==> config.mk <==
export PLATFORM = sky130hd
export DESIGN_NAME = key_conditioner_flat
export DESIGN_NICKNAME = d
export VERILOG_FILES = /design/src/rtl/key_conditioner_if.sv /design/src/rtl/key_conditioner.sv /design/src/flat_wrapper.sv
export SDC_FILE = /design/constraint.sdc
export NUM_CORES = 1
export LEC_CHECK = 0
export ABC_AREA = 1
export BUFFER_PORTS_ARGS = -buffer_cell sky130_fd_sc_hd__buf_2
export CORE_ASPECT_RATIO = 0.5
export CORE_UTILIZATION = 53
export CTS_CLUSTER_DIAMETER = 200
export DETAILED_ROUTE_END_ITERATION = 6
export PLACE_DENSITY_LB_ADDON = 0.08
export SETUP_SLACK_MARGIN = 0.4
export SYNTH_ARGS = -nofsm -noshare
export SYNTH_HDL_FRONTEND = slang
export SYNTH_SLANG_ARGS = --single-unit
==> constraint.sdc <==
create_clock -name CLOCK_50 -period 2.04 [get_ports CLOCK_50]
set_clock_uncertainty 0.15 [all_clocks]
set_input_delay 0.204 -clock CLOCK_50 [delete_from_list [all_inputs] [get_ports CLOCK_50]]
set_output_delay 0.204 -clock CLOCK_50 [all_outputs]
set_load 0.005 [all_outputs]
==> src/rtl/key_conditioner_if.sv <==
// Key conditioner bus: raw active-low button pins in, conditioned
// level and strobe vectors out, one bit per key channel.
interface key_conditioner_if #(
    parameter int NUM_KEYS = 4
);
    logic [NUM_KEYS-1:0] KEY_n;
    logic [NUM_KEYS-1:0] key_level;
    logic [NUM_KEYS-1:0] key_press;
    logic [NUM_KEYS-1:0] key_release;
    logic [NUM_KEYS-1:0] key_repeat;
    logic [NUM_KEYS-1:0] key_step;

    // Board side: drives the pins, consumes the strobes.
    modport master (
        output KEY_n,
        input  key_level, key_press, key_release, key_repeat, key_step
    );

    // Conditioner side.
    modport slave (
        input  KEY_n,
        output key_level, key_press, key_release, key_repeat, key_step
    );
endinterface

==> src/rtl/key_conditioner.sv <==
// Per-key input conditioning: 2-flop synchronizer, debounce counter,
// registered press/release strobes and an auto-repeat FSM producing
// key_repeat and the key_step increment strobe. Channels are independent.
module key_conditioner #(
    parameter int NUM_KEYS        = 4,
    parameter int DEBOUNCE_CYCLES = 500_000,
    parameter int REPEAT_DELAY    = 25_000_000,
    parameter int REPEAT_RATE     = 5_000_000
) (
    input  logic                    CLOCK_50,
    input  logic                    reset_n,
    key_conditioner_if.slave        bus
);

    localparam int DW      = $clog2(DEBOUNCE_CYCLES);
    localparam int RPT_MAX = (REPEAT_DELAY > REPEAT_RATE) ? REPEAT_DELAY : REPEAT_RATE;
    localparam int RW      = $clog2(RPT_MAX);

    localparam logic [DW-1:0] DB_LAST    = DW'(DEBOUNCE_CYCLES - 1);
    localparam logic [RW-1:0] DELAY_LAST = RW'(REPEAT_DELAY - 1);
    localparam logic [RW-1:0] RATE_LAST  = RW'(REPEAT_RATE - 1);

    typedef enum logic [1:0] {
        ST_IDLE,
        ST_DELAY,
        ST_REPEAT
    } state_t;

    logic [NUM_KEYS-1:0] w_level;
    logic [NUM_KEYS-1:0] w_press;
    logic [NUM_KEYS-1:0] w_release;
    logic [NUM_KEYS-1:0] w_repeat;
    logic [NUM_KEYS-1:0] w_step;

    for (genvar g = 0; g < NUM_KEYS; g++) begin : g_ch
        logic          r_s1;
        logic          r_s2;
        logic [DW-1:0] r_db_cnt;
        logic          r_level;
        logic          r_press;
        logic          r_release;
        logic          r_repeat;
        logic          r_step;
        state_t        r_state;
        state_t        w_state_nxt;
        logic [RW-1:0] r_rpt_cnt;
        logic [RW-1:0] w_rpt_cnt_nxt;
        logic          w_raw_p;
        logic          w_accept;
        logic          w_rise;
        logic          w_fall;
        logic          w_rpt_fire;

        assign w_raw_p  = ~r_s2;
        // Level change is accepted on the cycle the counter has seen
        // DEBOUNCE_CYCLES-1 prior differing samples and still differs.
        assign w_accept = (w_raw_p != r_level) && (r_db_cnt == DB_LAST);
        assign w_rise   = w_accept &  w_raw_p;
        assign w_fall   = w_accept & ~w_raw_p;

        // Two-flop synchronizer, reset to the released level.
        always_ff @(posedge CLOCK_50) begin
            if (!reset_n) begin
                r_s1 <= 1'b1;
                r_s2 <= 1'b1;
            end else begin
                r_s1 <= bus.KEY_n[g];
                r_s2 <= r_s1;
            end
        end

        // Debounce counter, accepted level and press/release strobes.
        always_ff @(posedge CLOCK_50) begin
            if (!reset_n) begin
                r_db_cnt  <= '0;
                r_level   <= 1'b0;
                r_press   <= 1'b0;
                r_release <= 1'b0;
            end else begin
                r_press   <= w_rise;
                r_release <= w_fall;
                if (w_raw_p == r_level) begin
                    r_db_cnt <= '0;
                end else if (r_db_cnt == DB_LAST) begin
                    r_level  <= w_raw_p;
                    r_db_cnt <= '0;
                end else begin
                    r_db_cnt <= r_db_cnt + DW'(1);
                end
            end
        end

        // Repeat FSM state, repeat counter and registered repeat/step strobes.
        always_ff @(posedge CLOCK_50) begin
            if (!reset_n) begin
                r_state   <= ST_IDLE;
                r_rpt_cnt <= '0;
                r_repeat  <= 1'b0;
                r_step    <= 1'b0;
            end else begin
                r_state   <= w_state_nxt;
                r_rpt_cnt <= w_rpt_cnt_nxt;
                r_repeat  <= w_rpt_fire;
                r_step    <= w_rise | w_rpt_fire;
            end
        end

        // Repeat FSM next state; an accepted release wins over a due repeat.
        always_comb begin
            w_state_nxt   = r_state;
            w_rpt_cnt_nxt = r_rpt_cnt;
            w_rpt_fire    = 1'b0;
            unique case (r_state)
                ST_IDLE: begin
                    if (w_rise) begin
                        w_state_nxt   = ST_DELAY;
                        w_rpt_cnt_nxt = '0;
                    end
                end
                ST_DELAY: begin
                    if (w_fall) begin
                        w_state_nxt   = ST_IDLE;
                        w_rpt_cnt_nxt = '0;
                    end else if (r_rpt_cnt == DELAY_LAST) begin
                        w_rpt_fire    = 1'b1;
                        w_state_nxt   = ST_REPEAT;
                        w_rpt_cnt_nxt = '0;
                    end else begin
                        w_rpt_cnt_nxt = r_rpt_cnt + RW'(1);
                    end
                end
                ST_REPEAT: begin
                    if (w_fall) begin
                        w_state_nxt   = ST_IDLE;
                        w_rpt_cnt_nxt = '0;
                    end else if (r_rpt_cnt == RATE_LAST) begin
                        w_rpt_fire    = 1'b1;
                        w_rpt_cnt_nxt = '0;
                    end else begin
                        w_rpt_cnt_nxt = r_rpt_cnt + RW'(1);
                    end
                end
                default: begin
                    w_state_nxt   = ST_IDLE;
                    w_rpt_cnt_nxt = '0;
                end
            endcase
        end

        assign w_level[g]   = r_level;
        assign w_press[g]   = r_press;
        assign w_release[g] = r_release;
        assign w_repeat[g]  = r_repeat;
        assign w_step[g]    = r_step;
    end

    assign bus.key_level   = w_level;
    assign bus.key_press   = w_press;
    assign bus.key_release = w_release;
    assign bus.key_repeat  = w_repeat;
    assign bus.key_step    = w_step;

endmodule
==> src/flat_wrapper.sv <==
// flat-port wrapper written by rule: the top's interface ports become plain ports
module key_conditioner_flat 
#(
    parameter int NUM_KEYS        = 4,
    parameter int DEBOUNCE_CYCLES = 500_000,
    parameter int REPEAT_DELAY    = 25_000_000,
    parameter int REPEAT_RATE     = 5_000_000
)
  (CLOCK_50, reset_n, bus_KEY_n, bus_key_level, bus_key_press, bus_key_release, bus_key_repeat, bus_key_step);
  key_conditioner_if #(.NUM_KEYS(NUM_KEYS)) bus_i ();
  input  logic CLOCK_50;
  input  logic reset_n;
  input wire logic [$bits(bus_i.KEY_n)-1:0] bus_KEY_n;
  output wire logic [$bits(bus_i.key_level)-1:0] bus_key_level;
  output wire logic [$bits(bus_i.key_press)-1:0] bus_key_press;
  output wire logic [$bits(bus_i.key_release)-1:0] bus_key_release;
  output wire logic [$bits(bus_i.key_repeat)-1:0] bus_key_repeat;
  output wire logic [$bits(bus_i.key_step)-1:0] bus_key_step;
  assign bus_i.KEY_n = bus_KEY_n;
  assign bus_key_level = bus_i.key_level;
  assign bus_key_press = bus_i.key_press;
  assign bus_key_release = bus_i.key_release;
  assign bus_key_repeat = bus_i.key_repeat;
  assign bus_key_step = bus_i.key_step;
  key_conditioner #(.NUM_KEYS(NUM_KEYS), .DEBOUNCE_CYCLES(DEBOUNCE_CYCLES), .REPEAT_DELAY(REPEAT_DELAY), .REPEAT_RATE(REPEAT_RATE)) u_core (.CLOCK_50(CLOCK_50), .reset_n(reset_n), .bus(bus_i));
endmodule
# Yosys cells after proc, flatten, opt, wreduce, memory -nomap -nowiden
# Index checks and enable logic that the tools add are counted.
[totals] out_inout_bits=20 register_bits=212 inputBits=6 elab_cells=193 mem_bits_ro=0 mem_bits_rw=0 n_memories=0 latchBits=0
[op_classes] bitwise=21 n_lt_le_gt_ge=0 add_sub_neg=8 eq_ne=40 shifts=0 n_mul=0 n_mux=64 n_reduce_logical=20 div_mod_pow=0
[op_table] cell="$mux 25" n=20
[op_table] cell="$pmux 25 s3" n=4
[op_table] cell="$add 25x1->25 const B" n=4
[op_table] cell="$eq 25x23->1 const B" n=4
[op_table] cell="$eq 25x25->1 const B" n=4
[op_table] cell="$add 19x1->19 const B" n=4
[op_table] cell="$eq 19x19->1 const B" n=4
[op_table] cell="$mux 2" n=16
[op_table] cell="$pmux 2 s3" n=4
[op_table] cell="$mux 1" n=16
[op_table] cell="$ne 2x1->1 const B" n=8
[op_table] cell="$ne 3x1->1 const B" n=4
[op_table] cell="$reduce_and 3->1" n=4
[op_table] cell="$reduce_or 3->1" n=4
[op_table] cell="$not 1->1" n=9
[op_table] cell="$and 1x1->1" n=8
[op_table] cell="$eq 2x1->1 const B" n=4
[op_table] cell="$eq 2x2->1 const B" n=4
[op_table] cell="$logic_not 2->1" n=4
[op_table] cell="$pmux 1 s2" n=4
[op_table] cell="$reduce_and 2->1" n=4
[op_table] cell="$eq 1x1->1" n=4
[op_table] cell="$logic_and 1x1->1" n=4
[op_table] cell="$ne 1x1->1" n=4
[op_table] cell="$or 1x1->1" n=4

# Logic depth before layout (Yosys ltp)
[depth] depth_word=7 ltp_mapped=13 ltp_nobuf=13

# Least setup slack after synthesis
# No wires, ideal clock.
[synth_path] path_type="register to register" startpoint="reg u_core.g_ch[0].r_db_cnt[0]" endpoint="reg u_core.g_ch[0].r_rpt_cnt[12]" synth_period_minus_slack_ps=1919 setup_ps=116 stages_incl_launch_ff=12 path_slack_ps=121 arrival_ps=1654 n_path_buf=1 required_time_ps=1774 cell_sequence="dfxtp_1 ha_1 nand2_1 inv_1 nand2_1 nor3_4 nand3_2 nand2_2 nand3_1 nand2_2 buf_6 nor2_1"
[synth_between] elab_chain_len=5 word_cells_on_any_way=8 classes_between="eq/ne (2); mux (3); bitwise (2); reduce/logical (1)"
[synth_rtl] element="from (decl)" line="key_conditioner.sv:38" source="logic [DW-1:0] r_db_cnt;"
[synth_rtl] element="from (signal assigned)" line="key_conditioner.sv:88" source="r_db_cnt <= r_db_cnt + DW'(1);"
[synth_rtl] element="$eq 19x19->1 (*)" line="key_conditioner.sv:57" source="assign w_accept = (w_raw_p != r_level) && (r_db_cnt == DB_LAST);"
[synth_rtl] element="$logic_and 1x1->1 (*)" line="key_conditioner.sv:57"
[synth_rtl] element="$and 1x1->1" line="key_conditioner.sv:59" source="assign w_fall = w_accept & ~w_raw_p;"
[synth_rtl] element="$mux 25, on equally long branches" line="key_conditioner.sv:133, key_conditioner.sv:121"
[synth_rtl] element="$pmux 25 s3" line="key_conditioner.sv:113" source="unique case (r_state)"
[synth_rtl] element="to (signal assigned)" line="key_conditioner.sv:102" source="r_rpt_cnt <= w_rpt_cnt_nxt;"
[synth_rtl] element="to (decl)" line="key_conditioner.sv:46" source="logic [RW-1:0] r_rpt_cnt;"
# Every way passes the cells marked *; elsewhere a longest branch is shown, timed or not.
# A chain may end at the register's enable or synchronous reset.

# Worst setup path in the final report
[layout_path] startpoint="reg u_core.g_ch[3].r_db_cnt[1]" endpoint="reg u_core.g_ch[3].r_rpt_cnt[9]"
[layout_between] elab_chain_len=5 word_cells_on_any_way=8 classes_between="eq/ne (2); mux (3); bitwise (2); reduce/logical (1)"
[layout_rtl] element="from (decl)" line="key_conditioner.sv:38"
[layout_rtl] element="from (signal assigned)" line="key_conditioner.sv:88"
[layout_rtl] element="$eq 19x19->1 (*)" line="key_conditioner.sv:57"
[layout_rtl] element="$logic_and 1x1->1 (*)" line="key_conditioner.sv:57"
[layout_rtl] element="$and 1x1->1" line="key_conditioner.sv:59"
[layout_rtl] element="$mux 25, on equally long branches" line="key_conditioner.sv:133, key_conditioner.sv:121"
[layout_rtl] element="$pmux 25 s3" line="key_conditioner.sv:113"
[layout_rtl] element="to (signal assigned)" line="key_conditioner.sv:102"
[layout_rtl] element="to (decl)" line="key_conditioner.sv:46"
# Marked as above.

==> results.txt <==
----------------------------------------------------
[Timing]
  Fin. max-slew vios ... 0
  Max frequency ... roughly 480 MHz
  RSZ-0062 raised after global routing ... yes
  Final worst slack ... -0.0621 ns
  Fraction of the cycle the final worst path needs ... 1.03
  Minimum clock period ... 2.10 ns
  Number of failing hold endpoints at the final stage ... 0
  Number of failing setup endpoints in the final timing report ... 2
  Pin slew with the least headroom to its limit ... ~0.5 ns
  Slew headroom ... 0.664
  Final Hold Slack ... 0.131 ns

[Die]
  Num rows ... 37
  Area of the die ... 0.0220 mm^2
  Die Wd ... 209 um
  Vertical die dimension ... approximately 110 um
  Core Footprint ... 0.0208 mm^2
  Count of boundary I/O pins ... 26
  Effective utilization at floorplan ... 0.546

[Cells and area]
  Area delta synth->final ... 49.8%
  Top register by number of flip-flops ... u_core.g_ch.r_rpt_cnt
  Fraction of final layout cells with drive strength greater than 1 ... 0.387
  Net count, final ... 1977
  Number of flip-flops in the largest register ... 100
  Number of inserted diodes ... 0
  Number of filler instances in the final layout ... 1200
  Largest registers in the final layout ... u_core.g_ch.r_rpt_cnt x100, u_core.g_ch.r_db_cnt x76, u_core.g_ch.r_state x8
  Count of non-filler cells in the finished layout ... 2234
  Final core utilization ... 0.818

[GRT]
  Total gr overflow ... 0
  Number of global-route vias before repair ... 11600
  Largest net degree at the start of global routing ... 31
  Global-route wire length before repair ... 54000 um
  GRT Overall Usage ... 0.295
  Antenna violations before repair ... 0
  Met1 Track Usage GR ... 0.357
  Grt met3 use ... 0.0483
  Met2 Use GR ... 0.524
  Most utilized layer in the global route result ... met2

[Clock network]
  Root Buffer Master ... sky130_fd_sc_hd__clkbuf_16
  Worst-skew pair later-pin latency ... 0.52 ns
  Sinks on Clock Net ... 212
  Num CTS Buffers ... 21
  TritonCTS clock tree ... yes
  Clock transition time at the flip-flop clock pins of the worst setup and hold paths ... 0.08 ns
  Htree depth ... 1
  Number of buffers between clock root and the deepest sink ... 3

[Detailed routing]
  Average wire per standard cell ... 17.2 um
  Iteration-0 DRC Markers ... 908
  DR pass1 iterations ... 7
  Number of remaining DRC errors ... 1
  Total vias in the final route ... 12600
  Detailed-route vias per instance ... ~5.6
  DRT Wirelength ... 38300 um
  Post-route antenna net violation count ... 0

[Min path]
  Min-Delay Path Class ... input port to flop

[Setup path]
  CP max FO ... 5
  Required time at the worst-slack endpoint ... between 2 and 2.5 ns
  Delay of the slowest cell on the worst path ... between 0.3 and 0.4 ns
  Data arrival time of the critical path ... 2.39 ns
  Cell type of the slowest stage on the worst timing path ... sky130_fd_sc_hd__dfxtp_4
  Worst setup EP type ... flop
  Critical path class ... flop to flop
  Worst setup SP type ... flop
  CP bufs+invs ... 2
  CP Cell Sequence ... ha_4, nand3_4, nor3_4, nand3_4, nand2_8, buf_6, buf_6, nand2_8, nand2_1, o21ai_2, nor2_1
  Kind of cell with the highest combined delay on the critical path ... simple AND/OR/NAND/NOR gates

[Placement]
  Weighted congestion at the end of routability-driven global placement ... about 0.93
  Placement Setup Slack ... 0.0233 ns
  Port Buffer Count ... 25
  Post-placement cell count ... 2006
  Dpl hpwl ... a little under 20000 um

[Synth]
  Sequential fraction of the synthesis area ... 0.374
  Yosys warning count ... 0
  Mean area per synthesized cell ... 6.70 um^2
  Net count after synthesis ... 1721
  Count of distinct cell types in the synthesized netlist ... 47
  Cell Area, Synth ... 0.0113 mm^2
  Seq cells post-synth ... 212
  Number of standard cells after synthesis ... 1695

[Status]
  Violated checks ... DRC, setup timing
  Result of the run ... finished, violations left

[Run]
  Max-cap viol count ... 0

[Power and ir drop]
  Worst vdd rail ir drop ... 0.438 mV
  Leakage power ... 6.93 nW
  Ratio of total power to cell area ... slightly below 500 mW/mm^2

----------------------------------------------------
timing repair:
action,in CTS,in global routing
endpoints found under the setup margin,173,201
pin swaps,100,146
endpoints found under the hold margin,6,0
hold buffers,6,0
buffers inserted,94,71
gates resized for setup,239,363
gates cloned,21,3
cells by family (layout without fill, tap and decap cells):
family / count (synthesis) / in the layout / synth area share
flip-flops: 212 / 212 / 0.374
AO/OA/AOI/OAI: 126 / 126 / 0.0621
adder cells (fa/ha/maj): 20 / 20 / 0.0221
buffers and inverters: 297 / 554 / 0.113
AND/OR/NAND/NOR: 985 / 994 / 0.386
XOR/XNOR: 55 / 55 / 0.0424
cell type report:
| type | instances | area, um^2 | area share |
|---|---|---|---|
| Multi-Input combinational cell | 1195 | 8070 | 0.475 |
| Timing Repair inverter | 2 | 23.8 | 0.00140 |
| Inverter | 246 | 961 | 0.0565 |
| Timing Repair Buffer | 273 | 2650 | 0.156 |
| Sequential cell | 212 | 4310 | 0.254 |
| Clock inverter | 7 | 72.6 | 0.00427 |
| Tap cell | 273 | 342 | 0.0201 |
| Clock buffer | 26 | 574 | 0.0338 |
layer usage:
metal,vias up,part of all wire
met4,0,0.045
met1,5951,0.40
met2,584,0.49
li1,5917,-
met3,170,0.060
met5,-,0
stage by stage:
step                cell area [um^2]  power (mW)  TNS, ns
floorplan                      11800        4.33        0
finish                         17000        8.22  -0.0641
detailed placement             12400        4.37        0
global placement               12400        4.36        0
global route                   17000        8.45    -3.90
CTS                            15000        8.18        0
report_power, final:
group / switching (mW) / total, mW / internal (mW)
Combinational: 0.143 / 0.234 / 0.0910
Sequential: 0.00711 / 4.14 / 4.14
Clock: 1.72 / 3.84 / 2.12
final timing paths:
check                           depth (start not counted)  slack (ns)                       start                     endpoint
worst max-delay path                                   11       -0.06  u_core.g_ch[3].r_db_cnt[1]  u_core.g_ch[3].r_rpt_cnt[9]
worst min-delay path                                    4        0.13                     reset_n    u_core.g_ch[1].r_state[0]
worst max register to register                         11       -0.06  u_core.g_ch[3].r_db_cnt[1]  u_core.g_ch[3].r_rpt_cnt[9]
worst min register to register                          1        0.27         u_core.g_ch[0].r_s1          u_core.g_ch[0].r_s2
synth_stat cells (all sizes together):
library cell | count | area share
dfxtp | 212 | 0.37
nand2 | 368 | 0.12
and3 | 3 | 0.0017
nand4 | 59 | 0.033
inv | 244 | 0.081
nand3 | 158 | 0.074
nor4 | 7 | 0.0039
clkbuf | 7 | 0.0023
a311oi | 1 | 0.00077
a21oi | 65 | 0.029
or2 | 19 | 0.010
nor3 | 57 | 0.029
a31oi | 2 | 0.0011
nor2b | 2 | 0.0011
a21o | 1 | 0.00066
clkinv | 2 | 0.00066
o211ai | 1 | 0.00066
nor2 | 294 | 0.098
nor3b | 12 | 0.0079
a211oi | 6 | 0.0040
o21a | 3 | 0.0020
a21boi | 3 | 0.0026
nand3b | 3 | 0.0020
xor2 | 50 | 0.039
o31ai | 1 | 0.00066
o21bai | 9 | 0.0060
o21ai | 34 | 0.015
ha | 20 | 0.022
and2 | 3 | 0.0017
buf | 44 | 0.030
xnor2 | 5 | 0.0039
cell usage in the layout (no fill, tap or decap), types with 8 or more instances in the layout:
| cell type | instances |
|---|---|
| sky130_fd_sc_hd__nand2_1 | 283 |
| sky130_fd_sc_hd__inv_1 | 216 |
| sky130_fd_sc_hd__nor2_1 | 197 |
| sky130_fd_sc_hd__dfxtp_1 | 172 |
| sky130_fd_sc_hd__buf_4 | 142 |
| sky130_fd_sc_hd__nand3_1 | 81 |
| sky130_fd_sc_hd__buf_6 | 75 |
| sky130_fd_sc_hd__nor2_2 | 60 |
| sky130_fd_sc_hd__nand4_1 | 59 |
| sky130_fd_sc_hd__nand2_2 | 50 |
| sky130_fd_sc_hd__xor2_1 | 45 |
| sky130_fd_sc_hd__nand3_2 | 43 |
| sky130_fd_sc_hd__nor2_4 | 37 |
| sky130_fd_sc_hd__nand3_4 | 34 |
| sky130_fd_sc_hd__a21oi_1 | 33 |
| sky130_fd_sc_hd__nor3_1 | 33 |
| sky130_fd_sc_hd__dfxtp_2 | 33 |
| sky130_fd_sc_hd__nand2_4 | 28 |
| sky130_fd_sc_hd__a21oi_2 | 26 |
| sky130_fd_sc_hd__buf_2 | 25 |
| sky130_fd_sc_hd__clkbuf_16 | 22 |
| sky130_fd_sc_hd__inv_2 | 21 |
| sky130_fd_sc_hd__nand2_8 | 16 |
| sky130_fd_sc_hd__nor3_2 | 15 |
| sky130_fd_sc_hd__o21ai_1 | 14 |
| sky130_fd_sc_hd__o21ai_2 | 14 |
| sky130_fd_sc_hd__buf_12 | 13 |
| sky130_fd_sc_hd__or2_2 | 12 |
| sky130_fd_sc_hd__ha_1 | 10 |
| sky130_fd_sc_hd__nor3_4 | 9 |
| sky130_fd_sc_hd__ha_4 | 9 |
| sky130_fd_sc_hd__o21bai_1 | 8 |
| sky130_fd_sc_hd__nor3b_2 | 8 |
| sky130_fd_sc_hd__buf_16 | 8 |
worst reg2reg max path, stage by stage (launching register included):
cell and delay (ns):
sky130_fd_sc_hd__dfxtp_4 0.37, sky130_fd_sc_hd__ha_4 0.15, sky130_fd_sc_hd__nand3_4 0.11, sky130_fd_sc_hd__nor3_4 0.30, sky130_fd_sc_hd__nand3_4 0.17, sky130_fd_sc_hd__nand2_8 0.15
sky130_fd_sc_hd__buf_6 0.10, sky130_fd_sc_hd__buf_6 0.11, sky130_fd_sc_hd__nand2_8 0.06, sky130_fd_sc_hd__nand2_1 0.11, sky130_fd_sc_hd__o21ai_2 0.06, sky130_fd_sc_hd__nor2_1 0.17
Power figures use the tool's default switching activity.
